## src/rtl/fb_pkg.sv

```systemverilog
// Shared constants and types for the framebuffer write-side controller.
package fb_pkg;

  localparam int FB_WIDTH  = 320;
  localparam int FB_HEIGHT = 200;
  localparam int FB_DEPTH  = 8;
  localparam int X_W       = 9;
  localparam int Y_W       = 8;

  localparam logic [X_W:0] X_LIMIT = (X_W+1)'(FB_WIDTH);
  localparam logic [Y_W:0] Y_LIMIT = (Y_W+1)'(FB_HEIGHT);

  typedef enum logic [1:0] {IDLE, CLIP, FILL, DONE} state_t;
  typedef enum logic {HOST, FILL_SRC} grant_t;

  // True when the coordinate lands on a visible pixel.
  function automatic logic in_bounds(input logic [X_W-1:0] x, input logic [Y_W-1:0] y);
    return ({1'b0, x} < X_LIMIT) && ({1'b0, y} < Y_LIMIT);
  endfunction

endpackage

```

## src/rtl/fb_fill_controller.sv

```systemverilog
// Owns the framebuffer write port, sharing it between a clipped rectangle-fill
// engine and a host single-pixel write stream.
module fb_fill_controller
  import fb_pkg::*;
(
  input  logic                clk,
  input  logic                reset,
  input  logic                cmd_valid,
  output logic                cmd_ready,
  input  logic [X_W-1:0]      cmd_x0,
  input  logic [Y_W-1:0]      cmd_y0,
  input  logic [X_W-1:0]      cmd_w,
  input  logic [Y_W-1:0]      cmd_h,
  input  logic [FB_DEPTH-1:0] cmd_color,
  input  logic                host_wr_valid,
  output logic                host_wr_ready,
  input  logic [X_W-1:0]      host_wr_x,
  input  logic [Y_W-1:0]      host_wr_y,
  input  logic [FB_DEPTH-1:0] host_wr_data,
  output logic                fb_write_enable,
  output logic [X_W-1:0]      fb_write_x,
  output logic [Y_W-1:0]      fb_write_y,
  output logic [FB_DEPTH-1:0] fb_write_data,
  output logic                busy,
  output logic                done
);

  state_t                state, next_state;
  grant_t                last_grant;

  logic [X_W-1:0]        x0_q;
  logic [Y_W-1:0]        y0_q;
  logic [X_W-1:0]        w_q;
  logic [Y_W-1:0]        h_q;
  logic [FB_DEPTH-1:0]   color_q;
  logic [X_W:0]          x_end_q;
  logic [Y_W:0]          y_end_q;
  logic [X_W-1:0]        cur_x;
  logic [Y_W-1:0]        cur_y;

  logic                  wr_en_q;
  logic [X_W-1:0]        wr_x_q;
  logic [Y_W-1:0]        wr_y_q;
  logic [FB_DEPTH-1:0]   wr_data_q;

  logic [X_W:0]          sum_x, x_end_c;
  logic [Y_W:0]          sum_y, y_end_c;
  logic                  empty_rect;
  logic                  host_ready_int;
  logic                  host_grant;
  logic                  fill_grant;
  logic                  last_x, last_y;

  // Clipping: widened sums so x0+w and y0+h cannot wrap before the min().
  always_comb begin
    sum_x      = {1'b0, x0_q} + {1'b0, w_q};
    sum_y      = {1'b0, y0_q} + {1'b0, h_q};
    x_end_c    = (sum_x > X_LIMIT) ? X_LIMIT : sum_x;
    y_end_c    = (sum_y > Y_LIMIT) ? Y_LIMIT : sum_y;
    empty_rect = (w_q == '0) || (h_q == '0) || !in_bounds(x0_q, y0_q);
  end

  // The host only loses the port when it won the previous contended slot.
  always_comb begin
    host_ready_int = !((state == FILL) && (last_grant == HOST));
    host_grant     = host_wr_valid && host_ready_int;
    fill_grant     = (state == FILL) && !host_grant;
    last_x         = ({1'b0, cur_x} == (x_end_q - (X_W+1)'(1)));
    last_y         = ({1'b0, cur_y} == (y_end_q - (Y_W+1)'(1)));
  end

  always_comb begin
    next_state = state;
    unique case (state)
      IDLE: if (cmd_valid) next_state = CLIP;
      CLIP: next_state = empty_rect ? DONE : FILL;
      FILL: if (fill_grant && last_x && last_y) next_state = DONE;
      DONE: next_state = IDLE;
      default: next_state = IDLE;
    endcase
  end

  always_ff @(posedge clk) begin
    if (reset) begin
      state      <= IDLE;
      last_grant <= FILL_SRC;
      x0_q       <= '0;
      y0_q       <= '0;
      w_q        <= '0;
      h_q        <= '0;
      color_q    <= '0;
      x_end_q    <= '0;
      y_end_q    <= '0;
      cur_x      <= '0;
      cur_y      <= '0;
    end else begin
      state <= next_state;

      if (state == IDLE && cmd_valid) begin
        x0_q    <= cmd_x0;
        y0_q    <= cmd_y0;
        w_q     <= cmd_w;
        h_q     <= cmd_h;
        color_q <= cmd_color;
      end

      if (state == CLIP) begin
        x_end_q <= x_end_c;
        y_end_q <= y_end_c;
        cur_x   <= x0_q;
        cur_y   <= y0_q;
      end else if (fill_grant) begin
        if (last_x) begin
          cur_x <= x0_q;
          cur_y <= cur_y + Y_W'(1);
        end else begin
          cur_x <= cur_x + X_W'(1);
        end
      end

      // Each fill starts with the pointer cleared so contention opens with a host slot.
      if (state == CLIP) begin
        last_grant <= FILL_SRC;
      end else if (host_grant) begin
        last_grant <= HOST;
      end else if (fill_grant) begin
        last_grant <= FILL_SRC;
      end
    end
  end

  // Write port register; off-screen host writes complete their handshake but never reach it.
  always_ff @(posedge clk) begin
    if (reset) begin
      wr_en_q   <= 1'b0;
      wr_x_q    <= '0;
      wr_y_q    <= '0;
      wr_data_q <= '0;
    end else begin
      wr_en_q <= 1'b0;
      if (host_grant) begin
        if (in_bounds(host_wr_x, host_wr_y)) begin
          wr_en_q   <= 1'b1;
          wr_x_q    <= host_wr_x;
          wr_y_q    <= host_wr_y;
          wr_data_q <= host_wr_data;
        end
      end else if (fill_grant) begin
        wr_en_q   <= 1'b1;
        wr_x_q    <= cur_x;
        wr_y_q    <= cur_y;
        wr_data_q <= color_q;
      end
    end
  end

  // Every output reads zero for as long as reset is held.
  always_comb begin
    cmd_ready       = (state == IDLE) && !reset;
    busy            = (state != IDLE) && !reset;
    done            = (state == DONE) && !reset;
    host_wr_ready   = host_ready_int && !reset;
    fb_write_enable = wr_en_q && !reset;
    fb_write_x      = reset ? '0 : wr_x_q;
    fb_write_y      = reset ? '0 : wr_y_q;
    fb_write_data   = reset ? '0 : wr_data_q;
  end

endmodule
```

## config.mk

```make
export PLATFORM = sky130hd
export DESIGN_NAME = fb_fill_controller
export DESIGN_NICKNAME = d
export VERILOG_FILES = /design/src/rtl/fb_pkg.sv /design/src/rtl/fb_fill_controller.sv
export SDC_FILE = /design/constraint.sdc
export NUM_CORES = 1
export LEC_CHECK = 0
export CORE_ASPECT_RATIO = 0.8
export CORE_MARGIN = 2
export CORE_UTILIZATION = 69
export DETAILED_ROUTE_END_ITERATION = 7
export DONT_BUFFER_PORTS = 1
export HOLD_SLACK_MARGIN = 0.06
export PLACE_DENSITY = 0.88
export SYNTH_ARGS = -nofsm -noshare
export SYNTH_HDL_FRONTEND = slang
export SYNTH_SLANG_ARGS = --single-unit
```

## constraint.sdc

```tcl
create_clock -name clk -period 8.14 [get_ports clk]
set_input_delay 0.407 -clock clk [delete_from_list [all_inputs] [get_ports clk]]
set_output_delay 0.407 -clock clk [all_outputs]
set_load 0.1 [all_outputs]
```

Yosys cells after proc, flatten, opt, wreduce, memory -nomap -nowiden
Index checks and enable logic that the tools add are counted.
{ "totals": {"word_cells": 95, "register_bits": 107, "in_bits": 71, "out_inout_bits": 30} }
{ "op_classes": {"n_reduce_logical": 30, "eq_ne": 8, "muxes": 29, "bitwise": 1, "n_addsub": 6, "order_cmp": 6} }
{ "ops": {"columns": ["operator", "n"], "rows": [
  ["8-bit 2-to-1 mux", 11],
  ["9-bit 2-to-1 mux", 8],
  ["9-bit < comparator (second input constant)", 2],
  ["8-bit < comparator (second input constant)", 2],
  ["1-bit logical AND", 13],
  ["9-bit by 9-bit adder with 10-bit output", 1],
  ["9-bit by 10-bit == test with 1-bit output", 1],
  ["10-bit by 9-bit > comparator with 1-bit output (second input constant)", 1],
  ["10-bit 2-to-1 mux", 1],
  ["10-bit by 1-bit subtractor with 10-bit output (second input constant)", 1],
  ["8-bit by 8-bit adder with 9-bit output", 1],
  ["9-bit by 1-bit adder with 9-bit output (second input constant)", 1],
  ["8-bit by 9-bit == test with 1-bit output", 1],
  ["9-bit by 8-bit > comparator with 1-bit output (second input constant)", 1],
  ["9-bit logical NOT", 1],
  ["9-bit by 1-bit subtractor with 9-bit output (second input constant)", 1],
  ["8-bit by 1-bit adder with 8-bit output (second input constant)", 1],
  ["8-bit logical NOT", 1],
  ["2-bit one-hot mux with 4 select lines", 1],
  ["2-bit nonzero test", 4],
  ["1-bit 2-to-1 mux", 6],
  ["2-bit AND reduction", 3],
  ["2-bit == test (second input constant)", 2],
  ["1-bit logical NOT", 4],
  ["other kinds (8)", 11]
]} }

Depth between registers and ports, before layout
Gate-level depths: netlist of the first run.
{ "depth": {"ltp_word": 10, "depth_mapped": 11, "mapped_depth_nobuf": 9} }

Least setup slack after synthesis of the first run
Ideal clock, no wire load.
{ "synth_path": {"path_kind": "in2out", "startpoint": "input port reset", "endpoint": "output port host_wr_ready", "slack_ns": 5.248, "required_ns": 7.733, "path_buffers": 3, "path_stages": 4, "t_arrival_ns": 2.485, "cell_sequence": "clkbuf_1 > clkbuf_1 > buf_1 > a21oi_1"} }
{ "synth_between": {"elab_chain_cells": 2} }
{ "synth_lines": {"columns": ["element", "line_no", "source"], "rows": [
  ["start, declared", "fb_fill_controller.sv:7", "input logic reset,"],
  ["1-bit logical NOT", "fb_fill_controller.sv:162", "host_wr_ready = host_ready_int && !reset;"],
  ["1-bit logical AND", "fb_fill_controller.sv:162", null],
  ["end, declared", "fb_fill_controller.sv:16", "output logic host_wr_ready,"]
]} }
Every way passes these cells.

Final worst setup path of the first run
{ "layout_path": {"startpoint": "register x_end_q[2]", "endpoint": "register cur_x[2]"} }
{ "layout_between": {"elab_chain_cells": 5} }
{ "layout_lines": {"columns": ["element", "line_no", "source"], "rows": [
  ["start, declared", "fb_fill_controller.sv:36", "logic [X_W:0] x_end_q;"],
  ["start signal, assigned", "fb_fill_controller.sv:108", "x_end_q <= x_end_c;"],
  ["10-bit by 1-bit subtractor with 10-bit output", "fb_fill_controller.sv:68", "last_x = ({1'b0, cur_x} == (x_end_q - (X_W+1)'(1)));"],
  ["9-bit by 10-bit == test with 1-bit output", "fb_fill_controller.sv:68", null],
  ["9-bit 2-to-1 mux", "fb_fill_controller.sv:113", "if (last_x) begin"],
  ["9-bit 2-to-1 mux", "fb_fill_controller.sv:112", "end else if (fill_grant) begin"],
  ["9-bit 2-to-1 mux", "fb_fill_controller.sv:107", "if (state == CLIP) begin"],
  ["end signal, assigned", "fb_fill_controller.sv:110", "cur_x <= x0_q;"],
  ["end signal, assigned", "fb_fill_controller.sv:114", "cur_x <= x0_q;"],
  ["end signal, assigned", "fb_fill_controller.sv:117", "cur_x <= cur_x + X_W'(1);"],
  ["end, declared", "fb_fill_controller.sv:38", "logic [X_W-1:0] cur_x;"]
]} }
Every way passes these cells. The select of a mux whose other input is x is not followed.
A chain may end at the register's enable or synchronous reset.

==> key figures, run 1 <==
Yosys
  – Multiplexer share of the synthesized area: 0.0341
  – Largest family of logic cells by synthesized area: simple AND/OR/NAND/NOR gates
  – Number of synthesized register bits: 107
  – Post-synthesis xor/xnor area fraction: 0.0479
  – Synth top area cells: dfxtp_1, nand2_1, a21oi_1
  – Post-synth top area share: 0.348
  – Sequential area share after synthesis: 0.348
  – Post-Synthesis Cells: 770
  – Yosys top cell by area: dfxtp_1
  – Area share of fa/ha/maj cells after synthesis: 0.0573
  – Syn nets: 868
  – Count of cell types in the netlist: 73
  – Post-synth EDFFs: 0
  – Average cell area after synthesis: 8.00 µm²
  – Yosys warnings: 0
  – Simple-gate share of the synthesized area: 0.256
  – Synth Area in Compound Gates: 0.215
  – Mapped cell area: 6160 µm²
  – Post-synthesis async set-or-reset flop share: 0
  – Main synth FF type: dfxtp_1

Timing
  – Normalized max-slew margin: 0.0979
  – Final hold vios: 0
  – Worst-case clock skew: 9.42 ps
  – Min Tclk post-route: 2830 ps
  – Unrepaired setup endpoints after global routing: false
  – Final period utilization: 0.347
  – Hold WS: 114 ps
  – Max Freq: 354 MHz
  – # setup viols final: 0
  – Worst-Margin Slew: 1350 ps
  – Pins Over Slew Limit: 0
  – Setup TNS: 0 ps

Clocking
  – Postcts setup bufs: 0
  – Worst-path clk slew: 100 ps
  – CTS tree: done
  – # hold bufs at CTS: 0
  – Clock Tree Buf Depth: 2
  – Total CTS buffers: 9
  – Clock latency on the worst-skew pair: 370 ps
  – CTS Sinks: 107
  – # resized after CTS: 0
  – H-tree levels: 3
  – CTS root buf: clkbuf_8

GRT
  – GRT Resource Usage Total: 0.309
  – Initial antenna violation count: 0
  – Largest net degree at the start of global routing: 131
  – Vias in the first global route: 4,785
  – GRT overflow: 0
  – Global-route wire length before repair: 23,400 µm

Critical path
  – Crit path max fanout: 9
  – CP max-delay cell: or3_1
  – Worst path cell trace: or3_1, or3_4, a2111oi_4, nand2_1, or3_1, a222oi_1, a31oi_1
  – Crit-path max cell delay: 510 ps
  – Crit path capture type: flip-flop
  – CP dominant cell by count: or3_1
  – Worst setup path class: reg2reg
  – CP arrival: 3090 ps
  – Worst endpoint required time: 8400 ps
  – Type of origin of the critical path: flip-flop

Floorplan
  – CORE AREA: 8560 µm²
  – Row cnt: 30
  – Initial core utilization: 0.720
  – IO Count: 101
  – Die area: 9700 µm²
  – Horiz. Die Dim: 110 µm
  – Die outline height: 88.5 µm

Cells and area
  – Most frequent cells in the layout: nand2_1, dfxtp_1, nor2_1, a21oi_1, nor2b_2
  – Layout cells sized above 1: 0.0860
  – Antenna Cells: 0
  – Area Growth Syn to Fin: 4.29%
  – Final nets: 837
  – Finished Layout Cells: 856
  – Final Core Density: 0.750
  – Commonest non-fill, non-tap cell in the layout: nand2_1
  – FILL cells: 628

Flow run
  – Max_cap viols: 0

Placement
  – Final RePlAce weighted congestion: 0.999
  – Hpwl dp: 11,000 µm
  – # port buffers: 0
  – Dpl cells: 840

Power and ir drop
  – P_leak: 2.44 nW
  – Worst vdd ir: 0.260 mV
  – Power Dens Cells: 327 nW/µm²

Worst hold path
  – Worst hold path type: in2reg

Route
  – Initial drt markers: 675
  – Average routed wire per standard cell: 17.5 µm
  – Final wirelength: 15,000 µm
  – Number of remaining DRC errors: 0
  – DR pass1 iterations: 5
  – Avg Vias per Cell: 6.48
  – Vias: 5,546
  – DRT antenna net count: 0

Run status
  – Status: finished clean
[worst paths after layout]
kind / slack [ps] / start / end / depth (start not counted)
worst max-delay path: 5310 / x_end_q[2] / cur_x[2] / 7
worst max register to register: 5310 / x_end_q[2] / cur_x[2] / 7
worst min-delay path: 110 / reset / x_end_q[7] / 1
worst min register to register: 460 / color_q[4] / color_q[4] / 2
[critical path: cells and delay by family (launching register included)]
kind	cells	cell delay (ps)
DFF	1	390
AOI/OAI and AO/OA	3	850
and+or+nand+nor	4	1460
[synthesized netlist by cell type, types with 17 or more instances]
| cell type | instances |
|---|---|
| nand2_1 | 126 |
| dfxtp_1 | 107 |
| nor2_1 | 66 |
| a21oi_1 | 65 |
| clkbuf_1 | 36 |
| nor2b_1 | 35 |
| ha_1 | 25 |
| a211oi_1 | 24 |
| mux2i_1 | 21 |
| nand3_1 | 21 |
| nor3_1 | 20 |
| xnor2_1 | 20 |
| inv_1 | 18 |
| o21ai_0 | 17 |
[cells by family after synthesis]
kind of cell / count (synthesis)
and+or+nand+nor: 328
adders and majority gates: 27
buffers and inverters: 66
DFF: 107
muxes: 21
xor gates and xnor gates: 32
AOI/OAI and AO/OA: 189
[sequential cells by signal (all words and copies together) (netlist names)]
name,cells
color_q,8
cur_x,9
cur_y,8
h_q,8
last_grant,1
state,2
w_q,9
wr_data_q,8
wr_en_q,1
wr_x_q,9
wr_y_q,8
x0_q,9
x_end_q,10
y0_q,8
y_end_q,9
[report_power, final]
part           leakage, nW  total [W]  internal (W)  switching [W]
clock network       0.0937   0.000325      0.000144       0.000181
registers            0.877   0.000790      0.000640       0.000149
logic                 1.47   0.000987      0.000355       0.000632
total                 2.44    0.00210       0.00114       0.000961
[metrics by stage]
step / power, W / cell area, µm² / setup slack (ps)
final: 0.00210 / 6420 / 5310
after global routing: 0.00223 / 6420 / 5190
after CTS: 0.00209 / 6420 / 5350
after detailed placement: 0.00177 / 6230 / 5360
after global placement: 0.00174 / 6230 / 5450
after floorplan: 0.00158 / 6160 / 5250
[area by class of cell]
cell class	instances	area [µm²]	area share
Clock buffer	11	131	0.0205
Clock inverter	5	63.8	0.00994
Inverter	18	67.6	0.0105
Multi-Input combinational cell	597	3830	0.597
Sequential cell	107	2140	0.334
Tap cell	112	140	0.0218
Timing Repair Buffer	6	45.0	0.00701
[per-layer routing]
layer | GRT usage | part of all wire | up-vias
met3 | 0.0803 | 0.10 | 21
li1 | - | - | 2690
met2 | 0.480 | 0.42 | 274
met5 | 0 | 0 | -
met1 | 0.429 | 0.46 | 2561
met4 | 0.0806 | 0.014 | 0
(Power assumes the default switching activity.)
==> run 2, diff against run 1 <==
--- a/config.mk
+++ b/config.mk
@@ -5,13 +5,14 @@
 export SDC_FILE = /design/constraint.sdc
 export NUM_CORES = 1
 export LEC_CHECK = 0
+export ABC_AREA = 1
 export CORE_ASPECT_RATIO = 0.8
 export CORE_MARGIN = 2
-export CORE_UTILIZATION = 69
+export CORE_UTILIZATION = 64
 export DETAILED_ROUTE_END_ITERATION = 7
 export DONT_BUFFER_PORTS = 1
 export HOLD_SLACK_MARGIN = 0.06
-export PLACE_DENSITY = 0.88
+export PLACE_DENSITY = 0.83
 export SYNTH_ARGS = -nofsm -noshare
 export SYNTH_HDL_FRONTEND = slang
 export SYNTH_SLANG_ARGS = --single-unit
==> constraint.sdc (replaced) <==
create_clock -name clk -period 2.9 [get_ports clk]
set_input_delay 0.145 -clock clk [delete_from_list [all_inputs] [get_ports clk]]
set_output_delay 0.145 -clock clk [all_outputs]
set_load 0.1 [all_outputs]
==> run 2 against run 1 <==
Effect of this change: maximum frequency increased by 12%; clock skew down 0.57 ps; hold slack worse by 58 ps; via count is 15% higher; synthesized area increased by 0.20%; cell count up 33%; critical path type unchanged; largest power group unchanged.
==> key figures, run 2 <==
Run status
  – Status: finished clean

Power and ir drop
  – Worst vdd ir: 0.750 mV (+190%)
  – Switch Pwr: 0.00346 W (+260%)
  – Net Sw Frac: 0.482 (+0.0245)
  – P_leak: 3.41 nW (+40%)
  – Combinational Power Share: 0.518 (+0.048)
  – Power Dens Cells: 956 nW/µm² (+190%)
  – Clock power share: 0.160 (+0.005)
  – Internal power: 0.00371 W (+230%)
  – Seq pwr share: 0.322 (-0.054)

Timing
  – Max Freq: 395 MHz (+12%)
  – Unrepaired setup endpoints after global routing: false
  – # setup viols final: 0 (unchanged)
  – Normalized max-slew margin: 0.298 (+0.200)
  – Worst-Margin Slew: 1050 ps (-296 ps)
  – Worst-case clock skew: 8.85 ps (-0.568 ps)
  – Pins Over Slew Limit: 0 (unchanged)
  – Final period utilization: 0.873 (+0.526)
  – Min Tclk post-route: 2530 ps (-295 ps)
  – Final hold vios: 0 (unchanged)
  – Setup TNS: 0 ps (unchanged)

Floorplan
  – IO Count: 101 (unchanged)
  – Die area: 10,400 µm² (+7.7%)
  – CORE AREA: 9530 µm² (+11%)
  – Initial core utilization: 0.648 (-0.0720)
  – Row cnt: 32 (+6.7%)
  – Horiz. Die Dim: 114 µm (+3.8%)
  – Die outline height: 91.8 µm (+3.8%)

Route
  – DRT antenna net count: 0 (unchanged)
  – Final wirelength: 17,000 µm (+14%)
  – Average routed wire per standard cell: 14.9 µm (-15%)
  – Avg Vias per Cell: 5.58 (-14%)
  – Vias: 6,356 (+15%)
  – Number of remaining DRC errors: 0 (unchanged)
  – Initial drt markers: 638 (-5.5%)
  – DR pass1 iterations: 5 (unchanged)

Worst hold path
  – Hold_sp: cmd_y0[0]
  – WHS Endpoint: y0_q[0]
  – Hold Path Cell Cnt: 2 (+1)
  – Worst hold path type: in2reg

Clocking
  – Clock latency on the worst-skew pair: 350 ps (-20 ps)
  – Clock Tree Buf Depth: 2 (unchanged)
  – CTS root buf: clkbuf_16
  – Worst-path clk slew: 70 ps (-30 ps)
  – # resized after CTS: 0 (unchanged)
  – CTS tree: done
  – H-tree levels: 3 (unchanged)
  – Postcts setup bufs: 0 (unchanged)
  – CTS Sinks: 107 (unchanged)
  – Total CTS buffers: 9 (unchanged)

Cells and area
  – Final nets: 1,114 (+33%)
  – Layout cells sized above 1: 0.107 (+0.0208)
  – Area Growth Syn to Fin: 21.6%
  – Most frequent cells in the layout: nand2_1, nor2_1, dfxtp_1, inv_1, nand3_1
  – Largest Register: x_end_q
  – Commonest non-fill, non-tap cell in the layout: nand2_1
  – Max FFs per register: 10 (unchanged)
  – FILL cells: 664 (+5.7%)
  – Final Core Density: 0.787 (+0.0369)
  – Finished Layout Cells: 1,140 (+33%)

Critical path
  – Worst R2R Setup Slack: 370 ps (-4940 ps)
  – CP arrival: 2790 ps (-300 ps)
  – Crit path capture type: flip-flop
  – Worst flop-to-flop path startpoint: state[0]
  – Crit path max fanout: 17 (+8)
  – Reg2reg path depth: 9 (+2)
  – Type of origin of the critical path: flip-flop
  – Worst endpoint required time: 3160 ps (-5240 ps)
  – Worst setup path class: reg2reg
  – Worst r2r dst: cur_x[8]

GRT
  – Largest net degree at the start of global routing: 49 (-63%)
  – GRT Resource Usage Total: 0.335 (+0.0262)
  – Initial antenna violation count: 1 (+1)
  – Vias in the first global route: 5,881 (+23%)
  – GRT overflow: 0 (unchanged)
  – Global-route wire length before repair: 28,000 µm (+19%)

Placement
  – # port buffers: 0 (unchanged)
  – Hpwl dp: 11,400 µm (+3.8%)
  – Dpl cells: 1,056 (+26%)
  – Final RePlAce weighted congestion: 0.957 (-4.2%)

Yosys
  – Post-synthesis async set-or-reset flop share: 0 (unchanged)
  – Average cell area after synthesis: 6.60 µm² (-17%)
  – Main synth FF type: dfxtp_1
  – Post-synth top cells: nor2_1, nand2_1, dfxtp_1
  – Post-synth EDFFs: 0 (unchanged)
  – Post-Synthesis Cells: 935 (+21%)
  – Syn nets: 1,033 (+19%)
  – Yosys warnings: 0 (unchanged)
  – Synth top area cells: dfxtp_1, nor2_1, nand2_1
  – Count of cell types in the netlist: 42 (-42%)
  – Sequential area share after synthesis: 0.347 (-0.000705)
  – Count leader, synth: nor2_1
  – Mapped cell area: 6170 µm² (+0.20%)
  – Post-synth top area share: 0.347 (-0.000705)
  – Yosys top cell by area: dfxtp_1
  – Number of synthesized register bits: 107 (unchanged)

Flow run
  – Max_cap viols: 0 (unchanged)
[run 2: cell types whose count changed in the layout (fill, tap and decap cells not counted), moves of 24 or more]
cell | before | now
dlygate4sd3_1 | 0 | 67
nand2_1 | 126 | 180
a211oi_1 | 24 | 0
nor2_2 | 1 | 32
inv_1 | 18 | 91
nor2b_2 | 28 | 0
o21ai_0 | 17 | 68
nor2_1 | 65 | 158
nand3_1 | 21 | 79
buf_4 | 6 | 40
[run 2: kinds of logic after synthesis]
family,count (synthesis),share of synthesized area
flip-flops,107,0.347
buffers and inverters,132,0.0833
XOR/XNOR,29,0.0412
multiplexers,5,0.00811
AND/OR/NAND/NOR,484,0.331
adder cells (fa/ha/maj),27,0.0572
AO/OA/AOI/OAI,151,0.132
[run 2: what timing repair did]
action	CTS	global route
setup endpoints to repair	0	0
hold buffers	68	0
hold endpoints to repair	77	0
[run 2: stage by stage]
stage               hold slack, ps  total power (W)  worst slack [ps]  instance area, µm²
CTS                           60.8          0.00708               440                7500
detailed placement             223          0.00586               424                6540
global route                  67.7          0.00772               191                7500
global placement               222          0.00579               531                6540
floorplan                      312          0.00510               562                6170
finish                        55.8          0.00717               367                7500
[run 2: worst max-delay path by stage]
stage,startpoint,depth (start not counted),end
final,state[0],9,cur_x[8]
after global routing,state[0],9,cur_x[8]
after CTS,state[0],9,cur_x[8]
after detailed placement,state[0],9,cur_x[8]
after global placement,state[0],9,cur_x[8]
after floorplan,reset,4,host_wr_ready
[run 2: worst max-delay path: stages (launching register included)]
cell	delay, ps
dfxtp_1	360
inv_1	100
ha_1	280
a21boi_0	520
nor2_1	210
inv_1	410
o21ai_0	170
a21oi_1	170
a31o_2	180
nor2_1	40
[run 2: layout make-up]
cell class	count	area, µm²	area share
flip-flops and latches	107	2140	0.286
repair buffers	108	991	0.132
clock inverters	6	48.8	0.00650
clock buffers	9	225	0.0300
multi-input cells	696	3590	0.479
inverters	94	353	0.0470
well taps	119	149	0.0198
diodes	1	2.50	0.000334
[run 2: power groups by stage]
stage	sequential, W	clock (W)	combinational [W]
after floorplan	0.00216	0	0.00293
after global placement	0.00230	0	0.00349
after detailed placement	0.00232	0	0.00354
after CTS	0.00229	0.00115	0.00364
after global routing	0.00236	0.00121	0.00416
final	0.00231	0.00115	0.00371
[run 2: metal layers]
layer	vias to the layer above	GRT usage	wire length [µm]	part of all wire
met4	0	0.115	415	0.024
met5	-	0	0	0
met1	2848	0.472	7550	0.44
li1	3185	-	-	-
met3	39	0.0720	1510	0.088
met2	284	0.509	7550	0.44
==> run 3, diff against run 2 <==
--- a/config.mk
+++ b/config.mk
@@ -8,11 +8,11 @@
 export ABC_AREA = 1
 export CORE_ASPECT_RATIO = 0.8
 export CORE_MARGIN = 2
-export CORE_UTILIZATION = 64
+export CORE_UTILIZATION = 60
 export DETAILED_ROUTE_END_ITERATION = 7
 export DONT_BUFFER_PORTS = 1
 export HOLD_SLACK_MARGIN = 0.06
-export PLACE_DENSITY = 0.83
+export PLACE_DENSITY = 0.79
 export SYNTH_ARGS = -nofsm -noshare
 export SYNTH_HDL_FRONTEND = slang
 export SYNTH_SLANG_ARGS = --single-unit
==> run 3 against run 2 <==
Effect of this change: count of clock-buffer cells in the layout up 1; flip-flop and latch count stayed put; clock skew down 1.1 ps; total power up 1.1%; via count up 0.87%; sequential share of layout area fell by 0.19 points; cell count grew 1.9%; global-route usage down 1.0 points; clock power grew 6%; routed wire length grew 3.2%; maximum frequency grew 4.6%.
==> key figures, run 3 (same netlist as run 2, synthesis figures left out) <==
Run status
  – Status: finished clean

Timing
  – Worst-Margin Slew: 1060 ps (+6.73 ps)
  – Final period utilization: 0.835 (-0.0384)
  – Setup TNS: 0 ps (unchanged)
  – Normalized max-slew margin: 0.293 (-0.00450)
  – Final hold vios: 0 (unchanged)
  – Max Freq: 413 MHz (+4.6%)
  – Min Tclk post-route: 2420 ps (-111 ps)
  – Hold WS: 59.8 ps (+4.01 ps)
  – Worst-case clock skew: 7.77 ps (-1.08 ps)
  – Unrepaired setup endpoints after global routing: false
  – Pins Over Slew Limit: 0 (unchanged)
  – # setup viols final: 0 (unchanged)

Cells and area
  – Commonest non-fill, non-tap cell in the layout: nand2_1
  – Final nets: 1,115 (+0.090%)
  – Layout cells sized above 1: 0.109 (+0.00175)
  – Largest Register: x_end_q
  – Area Growth Syn to Fin: 22.4%
  – Antenna Cells: 0 (-1)
  – Max FFs per register: 10 (unchanged)
  – Most frequent cells in the layout: nand2_1, nor2_1, dfxtp_1, inv_1, nand3_1

Critical path
  – Worst R2R Setup Slack: 480 ps (+110 ps)
  – Crit path capture type: flip-flop
  – CP arrival: 2670 ps (-120 ps)
  – Worst endpoint required time: 3150 ps (about the same)
  – Type of origin of the critical path: flip-flop
  – Worst setup path class: reg2reg
  – Worst flop-to-flop path startpoint: state[0]
  – Crit path max fanout: 6 (-11)
  – Critical Path Sink: state[1]
  – Worst Setup SP: state[0]
  – Worst r2r dst: state[1]
  – Reg2reg path depth: 14 (+5)

GRT
  – GRT Resource Usage Total: 0.325 (-0.0100)
  – Initial antenna violation count: 0 (-1)
  – GRT overflow: 0 (unchanged)
  – Global-route wire length before repair: 29,100 µm (+4.1%)
  – Vias in the first global route: 5,967 (+1.5%)
  – Largest net degree at the start of global routing: 49 (unchanged)

Placement
  – # port buffers: 0 (unchanged)
  – Hpwl dp: 11,600 µm (+1.7%)
  – Final RePlAce weighted congestion: 0.947 (-1.1%)

Power and ir drop
  – Worst vdd ir: 0.698 mV (-7.0%)
  – P_leak: 3.43 nW (+0.61%)
  – Pwr Total: 0.00725 W (+1.1%)
  – Power Dens Cells: 960 nW/µm² (+0.42%)

Clocking
  – CTS tree: done
  – CTS root buf: clkbuf_16
  – H-tree levels: 3 (unchanged)
  – Clock latency on the worst-skew pair: 350 ps (about the same)
  – Total CTS buffers: 9 (unchanged)
  – # resized after CTS: 0 (unchanged)
  – Clock Tree Buf Depth: 2 (unchanged)
  – CTS Sinks: 107 (unchanged)
  – Worst-path clk slew: 70 ps (about the same)

Flow run
  – Max_cap viols: 0 (unchanged)

Route
  – Vias: 6,411 (+0.87%)
  – Initial drt markers: 560 (-12%)
  – DRT antenna net count: 0 (unchanged)
  – Number of remaining DRC errors: 0 (unchanged)
  – DR pass1 iterations: 6 (+1)
  – Average routed wire per standard cell: 15.1 µm (+1.3%)
  – Avg Vias per Cell: 5.52 (-1.0%)
  – Final wirelength: 17,600 µm (+3.2%)

Floorplan
  – IO Count: 101 (unchanged)
  – Initial core utilization: 0.610 (-0.0376)
  – Die area: 11,100 µm² (+6.4%)
  – Row cnt: 33 (+3.1%)
  – Die outline height: 94.7 µm (+3.1%)
  – CORE AREA: 10,100 µm² (+6.2%)
  – Horiz. Die Dim: 117 µm (+3.2%)

Worst hold path
  – Worst hold path type: in2reg
==> run 3: changes by cell type in the layout (fill, tap and decap cells not counted) <==
cell and delta:
clkinv_4 +2, diode_2 -1, buf_4 +1, clkinvlp_4 -2, clkbuf_8 +1, clkinv_2 -1, inv_6 +1
==> run 3: power by group <==
part	leakage, nW	internal, W	switching, W
sequential	0.881	0.00188	0.000427
combinational	2.40	0.00126	0.00247
clock	0.146	0.000624	0.000595
==> run 3: cell type report <==
cell class | instances | area, µm²
Clock buffer | 10 | 239
Clock inverter | 6 | 55.1
Fill cell | 750 | 2560
Inverter | 94 | 353
Multi-Input combinational cell | 696 | 3590
Sequential cell | 107 | 2140
Tap cell | 140 | 175
Timing Repair Buffer | 109 | 998
==> run 3: critical path: stages, from the launching register on <==
cell and delay [ps]:
dfxtp_1 360, inv_1 100, ha_1 290, a21boi_0 440, nand2_1 90, nor2_1 100, nand2_1 60, nor2_1 90
nand3_1 80, nor2_1 100, nand3_1 180, nand2_1 200, nand3_1 90, nand2_1 80, nor2_1 60
==> run 3: worst min-delay path by stage <==
| stage | from | endpoint | slack, ps | cells past startpoint |
|---|---|---|---|---|
| floorplan | cmd_color[0] | color_q[0] | 310 | 2 |
| global placement | reset | cur_x[6] | 220 | 1 |
| detailed placement | reset | cur_x[2] | 220 | 1 |
| CTS | cmd_y0[0] | y0_q[0] | 60 | 2 |
| global route | cmd_y0[0] | y0_q[0] | 60 | 2 |
| finish | cmd_y0[0] | y0_q[0] | 60 | 2 |
==> run 3: per-layer routing <==
metal  track usage  up-vias  share of wire
met5             0        -              0
met4        0.0813        0          0.012
met3        0.0719       19           0.10
met2         0.529      318           0.45
met1         0.442     2890           0.44
li1              -     3184              -
==> run 3: timing repair <==
item | in CTS | in global routing
endpoints found under the hold margin | 77 | 0
setup buffers | 0 | 0
hold buffers | 68 | 0
==> run 3: through the flow <==
step                      std cells  area (µm²)  utilization  setup WS, ps
after detailed placement       1078        6570        0.649           580
after floorplan                 935        6170            -           562
after CTS                      1162        7550        0.747           544
after global routing           1162        7550        0.747           267
final                          1162        7550        0.747           479
after global placement         1078        6570        0.649           619
